`src/rtl/load_unit.sv`:
```
// Byte-serial load unit: reads 1, 2 or 4 bytes big-endian over an 8-bit memory
// port, then sign/zero-extends and holds the result until the consumer takes it.
module load_unit (
    input  logic        CLK,
    input  logic        reset,
    input  logic        req_valid,
    output logic        req_ready,
    input  logic [31:0] req_addr,
    input  logic [2:0]  loadops,
    output logic [31:0] mem_addr,
    output logic        mem_rd,
    input  logic [7:0]  mem_rdata,
    output logic        resp_valid,
    input  logic        resp_ready,
    output logic [31:0] resp_data,
    output logic        resp_err
);

    typedef enum logic [1:0] {
        IDLE = 2'd0,
        READ = 2'd1,
        RESP = 2'd2
    } state_t;

    localparam logic [2:0] OP_LB  = 3'b000;
    localparam logic [2:0] OP_LH  = 3'b001;
    localparam logic [2:0] OP_LW  = 3'b010;
    localparam logic [2:0] OP_LBU = 3'b100;
    localparam logic [2:0] OP_LHU = 3'b101;

    state_t      state_q, state_d;
    logic [31:0] base_q;
    logic [2:0]  op_q;
    logic [31:0] acc_q;
    logic [1:0]  k_q;
    logic        err_q;
    logic        last_byte;

    // Number of bytes a load kind fetches; 0 marks an illegal code.
    function automatic logic [2:0] byte_count(input logic [2:0] op);
        case (op)
            OP_LB, OP_LBU: byte_count = 3'd1;
            OP_LH, OP_LHU: byte_count = 3'd2;
            OP_LW:         byte_count = 3'd4;
            default:       byte_count = 3'd0;
        endcase
    endfunction

    function automatic logic req_illegal(input logic [2:0] op, input logic [31:0] addr);
        case (op)
            OP_LB, OP_LBU: req_illegal = 1'b0;
            OP_LH, OP_LHU: req_illegal = addr[0];
            OP_LW:         req_illegal = (addr[1:0] != 2'b00);
            default:       req_illegal = 1'b1;
        endcase
    endfunction

    // The accumulator holds the fetched bytes right-justified, so the
    // extension only has to look at the low byte or halfword.
    function automatic logic [31:0] extend(input logic [2:0] op, input logic [31:0] acc);
        logic signed [7:0]  sb;
        logic signed [15:0] sh;
        logic signed [31:0] sx;
        sb = acc[7:0];
        sh = acc[15:0];
        sx = 32'sd0;
        case (op)
            OP_LB:   sx = {{24{sb[7]}}, sb};
            OP_LH:   sx = {{16{sh[15]}}, sh};
            OP_LBU:  sx = {24'd0, acc[7:0]};
            OP_LHU:  sx = {16'd0, acc[15:0]};
            OP_LW:   sx = acc;
            default: sx = 32'sd0;
        endcase
        extend = sx;
    endfunction

    assign last_byte = ({1'b0, k_q} == (byte_count(op_q) - 3'd1));

    always_ff @(posedge CLK) begin
        if (reset) begin
            state_q <= IDLE;
            base_q  <= 32'd0;
            op_q    <= 3'd0;
            acc_q   <= 32'd0;
            k_q     <= 2'd0;
            err_q   <= 1'b0;
        end else begin
            state_q <= state_d;
            case (state_q)
                IDLE: begin
                    if (req_valid) begin
                        base_q <= req_addr;
                        op_q   <= loadops;
                        acc_q  <= 32'd0;
                        k_q    <= 2'd0;
                        err_q  <= req_illegal(loadops, req_addr);
                    end
                end
                READ: begin
                    // Shift in big-endian order: the first byte ends up most significant.
                    acc_q <= {acc_q[23:0], mem_rdata};
                    k_q   <= k_q + 2'd1;
                end
                default: ;
            endcase
        end
    end

    always_comb begin
        state_d = state_q;
        case (state_q)
            IDLE: begin
                if (req_valid) begin
                    state_d = req_illegal(loadops, req_addr) ? RESP : READ;
                end
            end
            READ: begin
                if (last_byte) begin
                    state_d = RESP;
                end
            end
            RESP: begin
                if (resp_ready) begin
                    state_d = IDLE;
                end
            end
            default: state_d = IDLE;
        endcase
    end

    always_comb begin
        req_ready  = (state_q == IDLE);
        mem_rd     = 1'b0;
        mem_addr   = 32'd0;
        resp_valid = 1'b0;
        resp_data  = 32'd0;
        resp_err   = 1'b0;
        if (state_q == READ) begin
            mem_rd   = 1'b1;
            mem_addr = base_q + {30'd0, k_q};
        end
        if (state_q == RESP) begin
            resp_valid = 1'b1;
            resp_err   = err_q;
            resp_data  = err_q ? 32'd0 : extend(op_q, acc_q);
        end
    end

endmodule
```
`config.mk`:
```
export PLATFORM = sky130hd
export DESIGN_NAME = load_unit
export DESIGN_NICKNAME = d
export VERILOG_FILES = /design/src/rtl/load_unit.sv
export SDC_FILE = /design/constraint.sdc
export NUM_CORES = 1
export LEC_CHECK = 0
export CAP_MARGIN = 20
export CORE_UTILIZATION = 43
export DETAILED_ROUTE_END_ITERATION = 12
export PLACE_DENSITY_LB_ADDON = 0.08
export SYNTH_ARGS = -nofsm -noshare
export SYNTH_HDL_FRONTEND = slang
export SYNTH_SLANG_ARGS = --single-unit
```
`constraint.sdc`:
```
create_clock -name CLK -period 2 [get_ports CLK]
set_clock_uncertainty 0.05 [all_clocks]
set_input_delay 0.2 -clock CLK [delete_from_list [all_inputs] [get_ports CLK]]
set_output_delay 0.2 -clock CLK [all_outputs]
set_load 0.005 [all_outputs]
```
==> results.md, run 1 <==
* Power per cell area at 592 nW/µm²
* DP Wirelength at 8.07 mm
* Final #Nets at 776
* Simple-gate area share of the yosys netlist at 29.5%
* Iteration-0 DRC Markers at 248
* RePlAce Congestion at 0.862
* Sw Share at 27.6%
* Footprint of the multi-input gates at 2740 µm²
* CTS buffer count at 9
* Final setup fails at 51
* Site Rows at 34
* Post-synth top area share at 37.5%
* Final Core Density at 76.4%
* Hold Vio Cnt, Final at 0
* Vias per std cell at 5.77
* Skew-Pair Late Insertion Delay at 0.36 ns
* Die Wd at 96.5 µm
* Largest area contributor in the netlist: dfxtp_1
* Reg-to-reg endpoint: state_q[1]
* Pre-antenna DRT Iters at 4
* Post-Syn Area per Cell at 7.37 µm²
* Int Pwr at 2.84 mW
* Layout area overhead at 72.7%
* Inserted Diodes at 0
* WS Path Type: reg2out
* # fillers at 638
* Final hold slack at 0.270 ns
* Total gr overflow at 0
* Post-synth top flop: dfxtp_1
* DRC Markers at 0
* Startpoint Class: register
* Hold EP: acc_q[24]
* Area of the core at 8680 µm²
* Slew margin rel. at 72.7%
* Tot Pwr at 3.93 mW
* Initial antenna violation count at 0
* Seq/Total Area, Yosys at 37.5%
* H-tree levels at 3
* Vias in the first global route at 4399
* Vias post-DR at 4830
* Compound-gate portion of the synthesized area at 22.4%
* Synth Area in XOR/XNOR at 2.97%
* Asr flop ratio synth at 0%
* Worst Max-Slew Pin Slew at 0.406 ns
* Worst EP arrival at 2.28 ns
* Pin count of the biggest net entering global routing at 73
* Drt wl/cell at 17.7 µm
* Total area of sequential cells at 1470 µm²
* Syn. warnings at 0
* Synthesized instance count at 521
* Hold_sp: reset
* Max-cap violations at 0
* Dpl cell area at 5540 µm²
* Multiplexer area fraction after synthesis at 0.782%
* Maximum clock path buffer count at 2
* #FFs+latches synth at 72
* Die Footprint at 9310 µm²
* Setup WS post-layout at -0.534 ns
* First-pass GRT wire length at 21.0 mm
* Post-synth EDFFs at 0
* Failing checks: negative setup slack
* TritonCTS clock tree: built
* Final instance area at 6630 µm²
* WHS Path Cells at 3
* Psw at 1.09 mW
* Root Driver: clkbuf_8
* Post-synth cell types at 47
* Layout cells sized above 1 at 43.1%
* Synth Net Count at 572
* Total wire length at 14.8 mm
* Reg2reg setup slack at 0.14 ns
* Most common cell in the netlist: nand2_1
* Clock Power Share at 38.4%
* Cells on worst reg2reg path at 7
* Max VDD drop at 0.380 mV
* Status: finished with violations
* Synth Cell Area at 3840 µm²
* Synth cell count leaders: nand2_1, a21oi_1, dfxtp_1
* Die H at 96.5 µm
* Period utilisation layout at 127%
* Final Critical Period at 2.53 ns
* Combinational share of power at 22.0%
* R2R Path Start: op_q[0]
* Clk slew on worst S/H paths at 0.09 ns
* Power share of the sequential group at 39.6%
* Fmax at 0.395 GHz
* Initial Util at 44.2%
* Final ANT Viol Nets at 0
* Buffers on Ports at 114
* Adder-cell share of the synthesized area at 1.50%
* Fin. max-slew vios at 0
* Hold WC Path Type: in2reg
* GR Util All Layers at 29.4%
* Leakage at 2.63 nW
* Worst Setup End Kind: primary output
* CP max FO at 3
* Largest cells by area after synthesis: dfxtp_1, nand2_1, a21oi_1, a22oi_1, nor2_1
* Largest family of logic cells by synthesized area: simple AND/OR/NAND/NOR gates
* CP required at 1.75 ns
* Hold Buf Count CTS at 0
* I/O pin total at 115
* Clock sinks at 72
* Unrepaired setup endpoints after global routing: yes
==> area by class of cell <==
| cell class | count | area share (%) |
|---|---|---|
| Tap cell | 108 | 2.04 |
| Sequential cell | 72 | 22.1 |
| Timing Repair Buffer | 232 | 30.1 |
| Clock inverter | 4 | 1.49 |
| Multi-Input combinational cell | 402 | 41.3 |
| Clock buffer | 11 | 2.45 |
| Inverter | 8 | 0.528 |
==> repair_timing <==
| action | 4_1_cts | 5_1_grt |
|---|---|---|
| gates cloned | 4 | 0 |
| hold endpoints to repair | 0 | 0 |
| pin swaps | 47 | 30 |
| setup endpoints to repair | 65 | 67 |
| resized for setup | 334 | 83 |
| setup buffers | 34 | 17 |
==> registers in the layout (all words and copies together), names as in the netlist <==
| register | flops |
|---|---|
| acc_q | 32 |
| base_q | 32 |
| err_q | 1 |
| k_q | 2 |
| op_q | 3 |
| state_q | 2 |
==> per-stage QoR <==
stage / setup TNS, ns / std cells / setup slack, ns
2_1_floorplan: 0 / 521 / 0.00386
3_3_place_gp: -8.28 / 774 / -0.445
5_1_grt: -14.52 / 837 / -0.612
3_5_place_dp: -9.44 / 774 / -0.520
6_report: -11.33 / 837 / -0.534
4_1_cts: -10.15 / 826 / -0.508
==> cell usage in the layout, fill, tap and decap left out, drive strengths merged, types with 4 or more instances in the layout <==
| cell type | n |
|---|---|
| a21oi | 80 |
| a22oi | 32 |
| and2 | 18 |
| and4 | 7 |
| buf | 174 |
| clkbuf | 15 |
| clkdlybuf4s50 | 50 |
| dfxtp | 72 |
| inv | 7 |
| nand2 | 116 |
| nand2b | 4 |
| nand3 | 13 |
| nand4 | 10 |
| nor2 | 48 |
| o21ai | 6 |
| o31ai | 12 |
| or4 | 11 |
| xnor2 | 5 |
| xor2 | 8 |
==> power groups by stage <==
stage / Clock (mW) / Sequential [mW] / Combinational [mW]
after floorplan: 0 / 1.59 / 0.327
after global placement: 0 / 1.57 / 0.682
after detailed placement: 0 / 1.58 / 0.692
after CTS: 1.51 / 1.55 / 0.805
after global routing: 1.59 / 1.56 / 0.926
final: 1.51 / 1.55 / 0.866
==> per-layer routing <==
layer / share of wire (%) / global-route usage, % / vias to the layer above
li1: - / - / 2233
met1: 39 / 35.4 / 2307
met2: 50 / 51.1 / 241
met3: 7.0 / 5.01 / 49
met4: 3.7 / 13.1 / 0
met5: 0 / 0 / -
==> worst max path at each step <==
stage | start | cells past startpoint | end
after floorplan | k_q[0] | 8 | mem_addr[22]
after global placement | base_q[0] | 7 | mem_addr[20]
after detailed placement | k_q[1] | 7 | mem_addr[14]
after CTS | k_q[0] | 7 | mem_addr[12]
after global routing | base_q[0] | 8 | mem_addr[26]
final | base_q[0] | 8 | mem_addr[26]
==> cell families after synthesis <==
family	count (synthesis)
AO/OA/AOI/OAI	142
XOR/XNOR	13
adder cells (fa/ha/maj)	4
buffers and inverters	48
flip-flops	72
multiplexers	3
AND/OR/NAND/NOR	239
==> critical path: stages, from the launching register on <==
cell     delay [ns]
dfxtp_2        0.35
ha_4           0.13
fa_2           0.20
and2_4         0.19
nand3_4        0.12
buf_6          0.15
or4_4          0.50
a21oi_2        0.14
buf_2          0.13
Power figures use the tool's default switching activity.
==> run 2: changes to the inputs <==
- CORE_UTILIZATION: 43 -> 48
- clock period: 2 -> 2.8 ns (I/O delays scaled with it)
==> results.md, run 2 (synthesized netlist as in run 1, its figures left out) <==
* Status: finished with violations (unchanged)
* Failing checks: negative setup slack (unchanged)
* Initial antenna violation count at 0 (unchanged)
* Pin count of the biggest net entering global routing at 73 (unchanged)
* GR Util All Layers at 27.2% (was 29.4%)
* DP Wirelength at 7.45 mm (was 8.07 mm)
* Vias per std cell at 5.65 (was 5.77)
* Hold EP: acc_q[19] (was acc_q[24])
* Iteration-0 DRC Markers at 243 (was 248)
* DRC Markers at 0 (unchanged)
* CP required at 2.47 ns (was 1.75 ns)
* Total wire length at 11.4 mm (was 14.8 mm)
* I/O pin total at 115 (unchanged)
* Drt wl/cell at 15.2 µm (was 17.7 µm)
* Power per cell area at 428 nW/µm² (was 592 nW/µm²)
* Highest-count cells in the layout ignoring fill and taps: nand2_1, clkdlybuf4s50_1, a21oi_1 (was nand2_1, buf_4, dfxtp_1)
* Die Wd at 91.4 µm (was 96.5 µm)
* Inserted Diodes at 0 (unchanged)
* Slew margin rel. at 65.7% (was 72.7%)
* Reg-to-reg endpoint: k_q[1] (was state_q[1])
* Die H at 91.4 µm (was 96.5 µm)
* Clock sinks at 72 (unchanged)
* Maximum clock path buffer count at 2 (unchanged)
* Final #Nets at 690 (was 776)
* H-tree levels at 3 (unchanged)
* Reg2reg setup slack at 0.97 ns (was 0.14 ns)
* RePlAce Congestion at 0.870 (was 0.862)
* Worst Max-Slew Pin Slew at 0.515 ns (was 0.406 ns)
* WS Path Type: reg2out (unchanged)
* Fin. max-slew vios at 0 (unchanged)
* Dpl cell area at 5060 µm² (was 5540 µm²)
* Final ANT Viol Nets at 0 (unchanged)
* WHS Path Cells at 3 (unchanged)
* Total gr overflow at 0 (unchanged)
* Die Footprint at 8360 µm² (was 9310 µm²)
* Worst EP arrival at 2.48 ns (was 2.28 ns)
* Max-cap violations at 0 (unchanged)
* Hold_sp: reset (unchanged)
* Final setup fails at 1 (was 51)
* Layout cells sized above 1 at 14.0% (was 43.1%)
* Initial Util at 49.7% (was 44.2%)
* Period utilisation layout at 100%
* Hold Vio Cnt, Final at 0 (unchanged)
* Final instance area at 5550 µm² (was 6630 µm²)
* Root Driver: clkbuf_8 (unchanged)
* Leakage at 2.04 nW (was 2.63 nW)
* Pre-CTS setup slack at 0.155 ns (was -0.520 ns)
* Worst Setup End Kind: primary output (unchanged)
* Regs by FF count: acc_q: 32 flops, base_q: 32 flops, op_q: 3 flops (unchanged)
* TritonCTS clock tree: built (unchanged)
* Clk slew on worst S/H paths at 0.08 ns (was 0.09 ns)
* Skew-Pair Late Insertion Delay at 0.34 ns (was 0.36 ns)
* Setup WS post-layout at -0.00511 ns (was -0.534 ns)
* Final Critical Period at 2.81 ns
* First-pass GRT wire length at 18.4 mm (was 21.0 mm)
* Vias post-DR at 4214 (was 4830)
* CP max FO at 4 (was 3)
* Hold WC Path Type: in2reg (unchanged)
* Buffers on Ports at 114 (unchanged)
* Cells on worst reg2reg path at 6 (was 7)
* Final hold slack at 0.357 ns (was 0.270 ns)
* Pre-antenna DRT Iters at 6 (was 4)
* Commonest non-fill, non-tap cell in the layout: nand2_1 (unchanged)
* Fmax at 0.356 GHz
* Area of the core at 7730 µm² (was 8680 µm²)
* Max VDD drop at 0.317 mV (was 0.380 mV)
* Layout area overhead at 44.7% (was 72.7%)
* Hold Buf Count CTS at 0 (unchanged)
* Vias in the first global route at 3946 (was 4399)
* Site Rows at 32 (was 34)
* CTS buffer count at 9 (unchanged)
* R2R Path Start: state_q[0] (was op_q[0])
* Unrepaired setup endpoints after global routing: yes (unchanged)
* Startpoint Class: register (unchanged)
run 2: cell count changes in the layout (fill, tap and decap cells not counted), sizes merged:
cell	before	now
clkbuf	15	11
inv	7	9
bufinv	3	1
dlygate4sd2	3	9
buf	174	33
clkdlybuf4s50	50	95
clkinvlp	0	2
dlymetal6s2s	0	6
clkdlybuf4s15	1	2
run 2: through the flow:
step                      TNS [ns]  total power [mW]  std cells  utilization (%)
final                     -0.00511              2.37        746             71.9
after global routing        -0.216              2.48        746             71.9
after CTS                  -0.0479              2.38        741             70.3
after detailed placement         0              1.55        713             65.5
after global placement           0              1.53        713             65.5
after floorplan                  0              1.37        521                -
run 2: cell type report:
cell class / instances / area [µm²]
inverters: 8 / 30.0
repair buffers: 146 / 1390
fillers: 612 / 2170
well taps: 102 / 128
flip-flops and latches: 72 / 1450
clock inverters: 6 / 67.6
multi-input cells: 402 / 2350
clock buffers: 10 / 138
run 2: worst max-delay path by stage:
stage	end	start	slack (ns)
2_1_floorplan	mem_addr[22]	k_q[0]	0.58
3_3_place_gp	mem_addr[28]	base_q[0]	0.21
3_5_place_dp	mem_addr[26]	base_q[0]	0.16
4_1_cts	mem_addr[15]	k_q[1]	-0.04
5_1_grt	mem_addr[23]	base_q[1]	-0.06
6_report	mem_addr[23]	base_q[1]	-0.005
run 2: timing repair:
item	CTS	global route
pin swaps	6	5
setup endpoints to repair	17	40
resized for setup	36	27
setup buffers	11	5
cloned	1	0
run 2: power breakdown:
| part | switching [mW] | internal (mW) |
|---|---|---|
| combinational | 0.222 | 0.174 |
| sequential | 0.0642 | 1.07 |
| clock | 0.403 | 0.439 |
| total | 0.689 | 1.69 |
run 2: worst max-delay path: stages, from the launching register on:
cell           delay (ns)
dfxtp_2              0.35
ha_1                 0.30
a21o_1               0.18
nand4_4              0.14
buf_4                0.17
buf_4                0.12
or4_4                0.49
a21oi_2              0.15
dlygate4sd2_1        0.24
run 2: per-layer routing:
| metal | share of wire, % | global-route usage, % | routed length, µm | vias to the layer above |
|---|---|---|---|---|
| li1 | - | - | - | 2059 |
| met1 | 40 | 32.4 | 4580 | 1943 |
| met2 | 50 | 46.9 | 5730 | 187 |
| met3 | 7.3 | 6.37 | 825 | 25 |
| met4 | 2.1 | 11.2 | 238 | 0 |
| met5 | 0 | 0 | 0 | - |
==> run 3: changes to the inputs <==
- SLEW_MARGIN: default -> 20
==> results of run 3 <==
Same layout as run 2: the final DEF is identical, and so are final timing and power.
